--- src/rtl/cla_seq_ctrl.sv ---
// cla_seq_ctrl: nibble-serial WIDTH-bit adder sequencer driving one external cla4 slice.
// Ports: clk/reset (sync, active-high); in_valid/in_ready + op_a/op_b/op_ci operand handshake;
// out_valid/out_ready + sum/cout result handshake; slice_a/slice_b/slice_ci to the cla4 slice,
// slice_s/slice_co back from it.
// Optional: define CLA_SEQ_SUB_EN to add op_sub (A-B via ~B and carry-in 1; cout=1 means no borrow).
module cla_seq_ctrl #(
  parameter int WIDTH = 16
) (
  input  logic             clk,
  input  logic             reset,
  input  logic             in_valid,
  output logic             in_ready,
  input  logic [WIDTH-1:0] op_a,
  input  logic [WIDTH-1:0] op_b,
  input  logic             op_ci,
`ifdef CLA_SEQ_SUB_EN
  input  logic             op_sub,
`endif
  output logic             out_valid,
  input  logic             out_ready,
  output logic [WIDTH-1:0] sum,
  output logic             cout,
  output logic [3:0]       slice_a,
  output logic [3:0]       slice_b,
  output logic             slice_ci,
  input  logic [3:0]       slice_s,
  input  logic             slice_co
);
  localparam int NIB = WIDTH / 4;
  localparam int CW = NIB > 1 ? $clog2(NIB) : 1;
  typedef enum logic [1:0] {IDLE, RUN, DONE} state_t;
  state_t state;
  logic [CW-1:0] cnt;
  logic [CW+1:0] bit_idx;
  logic carry, cout_reg, last, run;
  logic [WIDTH-1:0] a_reg, b_reg, sum_reg, b_in;
  logic c_in;
`ifdef CLA_SEQ_SUB_EN
  assign b_in = op_sub ? ~op_b : op_b;
  assign c_in = op_sub ? 1'b1 : op_ci;
`else
  assign b_in = op_b;
  assign c_in = op_ci;
`endif
  assign bit_idx = {cnt, 2'b00};
  assign last = cnt == CW'(NIB - 1);
  assign run = state == RUN;
  assign in_ready = state == IDLE;
  assign out_valid = state == DONE;
  assign sum = sum_reg;
  assign cout = cout_reg;
  assign slice_a = run ? a_reg[bit_idx +: 4] : 4'h0;
  assign slice_b = run ? b_reg[bit_idx +: 4] : 4'h0;
  assign slice_ci = run ? carry : 1'b0;
  // slice_s/slice_co are only sampled in RUN so an idle slice cannot leak X into state
  always_ff @(posedge clk) begin
    if (reset) begin
      state <= IDLE;
      cnt <= '0;
      carry <= 1'b0;
      cout_reg <= 1'b0;
      a_reg <= '0;
      b_reg <= '0;
      sum_reg <= '0;
    end else begin
      case (state)
        IDLE: if (in_valid) begin
          a_reg <= op_a;
          b_reg <= b_in;
          carry <= c_in;
          cnt <= '0;
          state <= RUN;
        end
        RUN: begin
          sum_reg[bit_idx +: 4] <= slice_s;
          carry <= slice_co;
          cnt <= last ? '0 : cnt + CW'(1);
          if (last) begin
            cout_reg <= slice_co;
            state <= DONE;
          end
        end
        DONE: if (out_ready) state <= IDLE;
        default: state <= IDLE;
      endcase
    end
  end
endmodule

--- config.mk ---
export PLATFORM = sky130hd
export DESIGN_NAME = cla_seq_ctrl
export DESIGN_NICKNAME = d
export VERILOG_FILES = /design/src/rtl/cla_seq_ctrl.sv
export SDC_FILE = /design/constraint.sdc
export NUM_CORES = 1
export LEC_CHECK = 0
export ABC_AREA = 1
export BUFFER_PORTS_ARGS = -buffer_cell sky130_fd_sc_hd__buf_2
export CAP_MARGIN = 15
export CORE_UTILIZATION = 23
export CTS_BUF_LIST = sky130_fd_sc_hd__clkbuf_8
export DETAILED_ROUTE_END_ITERATION = 10
export PLACE_DENSITY_LB_ADDON = 0.12
export SYNTH_ARGS = -nofsm -noshare
export SYNTH_HDL_FRONTEND = slang
export SYNTH_SLANG_ARGS = --single-unit
--- constraint.sdc ---
create_clock -name clk -period 2.15 [get_ports clk]
set_input_delay 0.1075 -clock clk [delete_from_list [all_inputs] [get_ports clk]]
set_output_delay 0.1075 -clock clk [all_outputs]
set_load 0.005 [all_outputs]
# Word-level counts from Yosys, hierarchy flattened
# Index checks and enable logic that the tools add are counted.
op_classes:
  addsub: 2
  n_eq_ne: 6
  shifts: 4
  n_mux: 13
  reduce_logical: 6
op_table:
  columns: ["operator", "n"]
  rows:
  - ["$shiftx 16x5->4", 2]
  - ["$bwmux 16", 1]
  - ["$shift 4x6->16 const A", 1]
  - ["$shiftx 4x6->16", 1]
  - ["$mux 2", 5]
  - ["$mux 4", 2]
  - ["$neg 4->6", 1]
  - ["$pmux 2 s3", 1]
  - ["$reduce_and 2->1", 3]
  - ["$eq 2x2->1 const B", 2]
  - ["$ne 2x2->1 const B", 2]
  - ["$pmux 2 s2", 1]
  - ["$reduce_and 3->1", 1]
  - ["$add 2x1->2 const B", 1]
  - ["$eq 2x1->1 const B", 1]
  - ["$logic_not 2->1", 1]
  - ["$mux 1", 2]
  - ["$ne 2x1->1 const B", 1]
  - ["$pmux 1 s2", 1]
  - ["$reduce_bool 2->1", 1]
word_totals:
  regBits: 54
  out_inout_bits: 28
  word_cells: 38

# Depth between registers and ports, before layout
depth:
  ltp_word: 3
  ltp_mapped: 8
  mapped_depth_nobuf: 7

# Worst setup path before layout
# Ideal clock, no wire load.
synth_timing:
  kind: "register to register"
  from: "register cnt[1]"
  to: "register sum_reg[11] (netlist: sum[11])"
  setup_time_ns: 0.070
  t_arrival_ns: 1.639
  path_slack_ns: 0.441
  stages_incl_launch_ff: 8
  n_path_buf: 1
  synth_period_minus_slack_ns: 1.709
  path_cell_list: "dfxtp_1 > buf_2 > clkinv_1 > ha_1 > nand2_1 > nor2_1 > nand3_1 > a21oi_1"
synth_between:
  elab_chain_len: 3
synth_lines:
  columns: ["item", "line_no", "rtl"]
  rows:
  - ["start, declared", "33", "logic [CW-1:0] cnt;"]
  - ["start signal, assigned", "77", "cnt <= last ? '0 : cnt + CW'(1);"]
  - ["$neg 4->6 (*)", "75", "sum_reg[bit_idx +: 4] <= slice_s;"]
  - ["$shiftx 4x6->16 or $shift 4x6->16 (tied branches)", "75", null]
  - ["$bwmux 16 (*)", "75", null]
  - ["end signal, assigned by index", "75", null]
  - ["end, declared", "36", "logic [WIDTH-1:0] a_reg, b_reg, sum_reg, b_in;"]
# Mark *: on every way between the ends. The rest lies on a longest branch, timed or not.
# A chain may end at the register's enable or synchronous reset.

# Worst setup path in the final report
layout_timing:
  from: "register state[0]"
  to: "output slice_b[0]"
layout_between:
  elab_chain_len: 2
layout_lines:
  columns: ["item", "line_no", "rtl"]
  rows:
  - ["start, declared", "32", "state_t state;"]
  - ["start signal, assigned", "58", "state <= IDLE;"]
  - ["start signal, assigned", "72", "state <= RUN;"]
  - ["start signal, assigned", "80", "state <= DONE;"]
  - ["$eq 2x1->1", "47", "assign run = state == RUN;"]
  - ["$mux 4", "53", "assign slice_b = run ? b_reg[bit_idx +: 4] : 4'h0;"]
  - ["end, declared", "24", "output logic [3:0] slice_b,"]
# No other way between the ends.

==> results.py <==
metrics = {
    "status": {
        "status": "finished, final reports clean",
    },
    "clocking": {
        "cts_buffers": 5,
        "clk_latency_ps": 310,
        "ctsLongestPathBuffers": 2,
        "clkTransAtPathRegs_ps": 100,
        "postCtsHoldBufs": 0,
        "ctsResizeCount": 0,
        "cts_setup_buffers": 0,
        "cts_tree": "yes",
        "cts.sinks": 54,
        "root_buffer": "clkbuf_8",
        "cts_max_level": 2,
    },
    "synth": {
        "avgSynthCellArea_um2": 7.04,
        "synth.area.top_cells": "dfxtp_1 (45%), nor2_1 (17%), o21ai_0 (10%), nand2_1 (5.6%), a21oi_1 (5.2%)",
        "syn-cell-area_mm2": 0.00242,
        "ys_seq_area_share_pct": 44.7,
        "post-synth-top-area-cell": "dfxtp_1",
        "synth_nets": 391,
        "yosys_warnings": 0,
        "ys_seq_elements": 54,
        "synth.top_cell.area_share_pct": 44.7,
        "synth.distinct_cells": 26,
        "syn_inst": 344,
    },
    "floorplan": {
        "dieHeight_um": 105,
        "core-area_mm2": 0.0103,
        "die-area_mm2": 0.0109,
        "initial_utilization_pct": 23.6,
        "fp-row-count": 37,
        "die_w_um": 105,
        "boundaryPins": 70,
    },
    "finish": {
        "syn_to_final_growth_pct": 23.1,
        "nets": 455,
        "post-route-util_pct": 29.0,
        "drive_gt1_share_pct": 22.5,
        "num_antenna_cells": 0,
    },
    "route": {
        "routed-via-count": 2292,
        "antenna_left": 0,
        "drt_pass1_iterations": 4,
        "post_drt_wl_per_cell_um": 12.2,
        "drt-total-wl_um": 6650,
        "vias_per_cell": 4.21,
        "drtIter0Drc": 74,
        "drc_errors": 0,
    },
    "worst_setup_path": {
        "path_class": "reg -> out",
        "cp_max_fo": 11,
        "crit_buf_inv": 1,
        "crit_arrival_ps": 1560,
        "cp-end-kind": "output port",
        "cp_top_family": "flip-flops",
        "cpPeakStageDelay_ps": 570,
        "path_cells": "nand2_2, a21oi_1, buf_2",
        "setup.worst_path.start_class": "flop",
        "cp.required_ps": 2040,
        "slowest_stage": "dfxtp_1",
    },
    "timing": {
        "timing.final.crit_period_ps": 1670,
        "period_share_pct": 77.6,
        "fmax_mhz": 600,
        "max_slew_margin_pct": 61.9,
        "rsz0062_at_grt": "no",
        "hold_viol": 0,
        "tns_ps": 0,
        "setup_viol": 0,
        "worstMarginPinSlew_ps": 570,
        "slew_viol_final": 0,
        "finClkSkew_ps": 10.9,
    },
    "grt": {
        "first_global_vias": 2285,
        "track_usage_pct": 12.9,
        "antenna_found_initial": 0,
        "grt_max_degree": 35,
        "overflow": 0,
        "grt_pass1_wl_um": 11300,
    },
    "job": {
        "cap_violations": 0,
    },
    "min_path": {
        "hp-class": "in -> reg",
    },
    "pwr": {
        "leakage_nw": 1.33,
        "ir_drop_mv": 0.267,
        "powerDensity_mw_per_mm2": 683,
    },
    "placement": {
        "portBuffers": 69,
        "gp_congestion": 0.686,
        "dp_hpwl_um": 4670,
    },
}
-- kinds of logic (layout without fill, tap and decap cells) --
logic type      count (synthesis)  count (layout)  synth area share [%]
simple gates                  169             169                  29.7
flops                          54              54                  44.7
fa+ha+maj                       5               5                  2.58
compound gates                 78              78                  16.1
buf+inv                        38             103                  6.92
-- layer usage --
layer	wire (um)	share of wire (%)	GRT usage, %	vias up
li1	-	-	-	1226
met1	3470	52	17.7	1003
met2	2850	43	20.2	58
met3	275	4.1	2.62	5
met4	59	0.89	3.62	0
met5	0	0	0	-
-- worst paths after layout --
kind	slack, ps	endpoint	start	cells past startpoint
setup / recovery	480	slice_b[0]	state[0]	3
hold / removal	30	b_reg[7]	op_b[7]	3
setup reg to reg	550	a_reg[1]	state[0]	5
hold reg to reg	470	sum[12]	sum[12]	2
-- synth_stat cells --
library cell and instances:
nor2_1 109, dfxtp_1 54, o21ai_0 50, nand2_1 36
a21oi_1 25, inv_1 18, nand3_1 9, clkbuf_1 7
buf_2 6, nor3_1 6, ha_1 5, o21ai_1 3
buf_4 2, nor2_4 2, and2_1 1, buf_6 1
clkbuf_2 1, clkinv_1 1, clkinv_2 1, inv_2 1
nand2_2 1, nand2_4 1, nand3_2 1, nand3_4 1
nor2_2 1, nor2_8 1
-- layout by cell type (no fill, tap or decap), types with 6 or more instances in the layout --
cell / count
nor3_1: 6
a21oi_1: 25
dfxtp_1: 54
buf_2: 69
nand2_1: 36
nor2_1: 109
nand3_1: 9
inv_1: 18
o21ai_0: 50
-- cell type report --
| class | instances | area [um^2] |
|---|---|---|
| flip-flops and latches | 54 | 1080 |
| multi-input cells | 252 | 1170 |
| fillers | 1197 | 7300 |
| clock buffers | 5 | 68.8 |
| inverters | 21 | 80.1 |
| repair buffers | 74 | 383 |
| well taps | 136 | 170 |
| clock inverters | 3 | 25.0 |
-- per-stage QoR --
step	cells	setup slack, ps	hold WS, ps	total power, mW	cell area, um^2
2_1_floorplan	344	441	177	1.34	2420
3_3_place_gp	537	549	346	1.46	2890
3_5_place_dp	537	516	354	1.46	2890
4_1_cts	545	405	25.4	2.07	2980
5_1_grt	545	315	30.1	2.18	2980
6_report	545	482	30.3	2.04	2980
-- tightest hold or removal path: cells and delay by family --
family          cells  cell delay, ps
simple gates        1              70
buf+inv             1              80
compound gates      1              60
-- power by group --
part / switching [mW] / internal (mW)
registers: 0.0342 / 1.07
clock network: 0.369 / 0.236
logic: 0.206 / 0.126
Note: power is estimated with default switching activity, not from simulation.
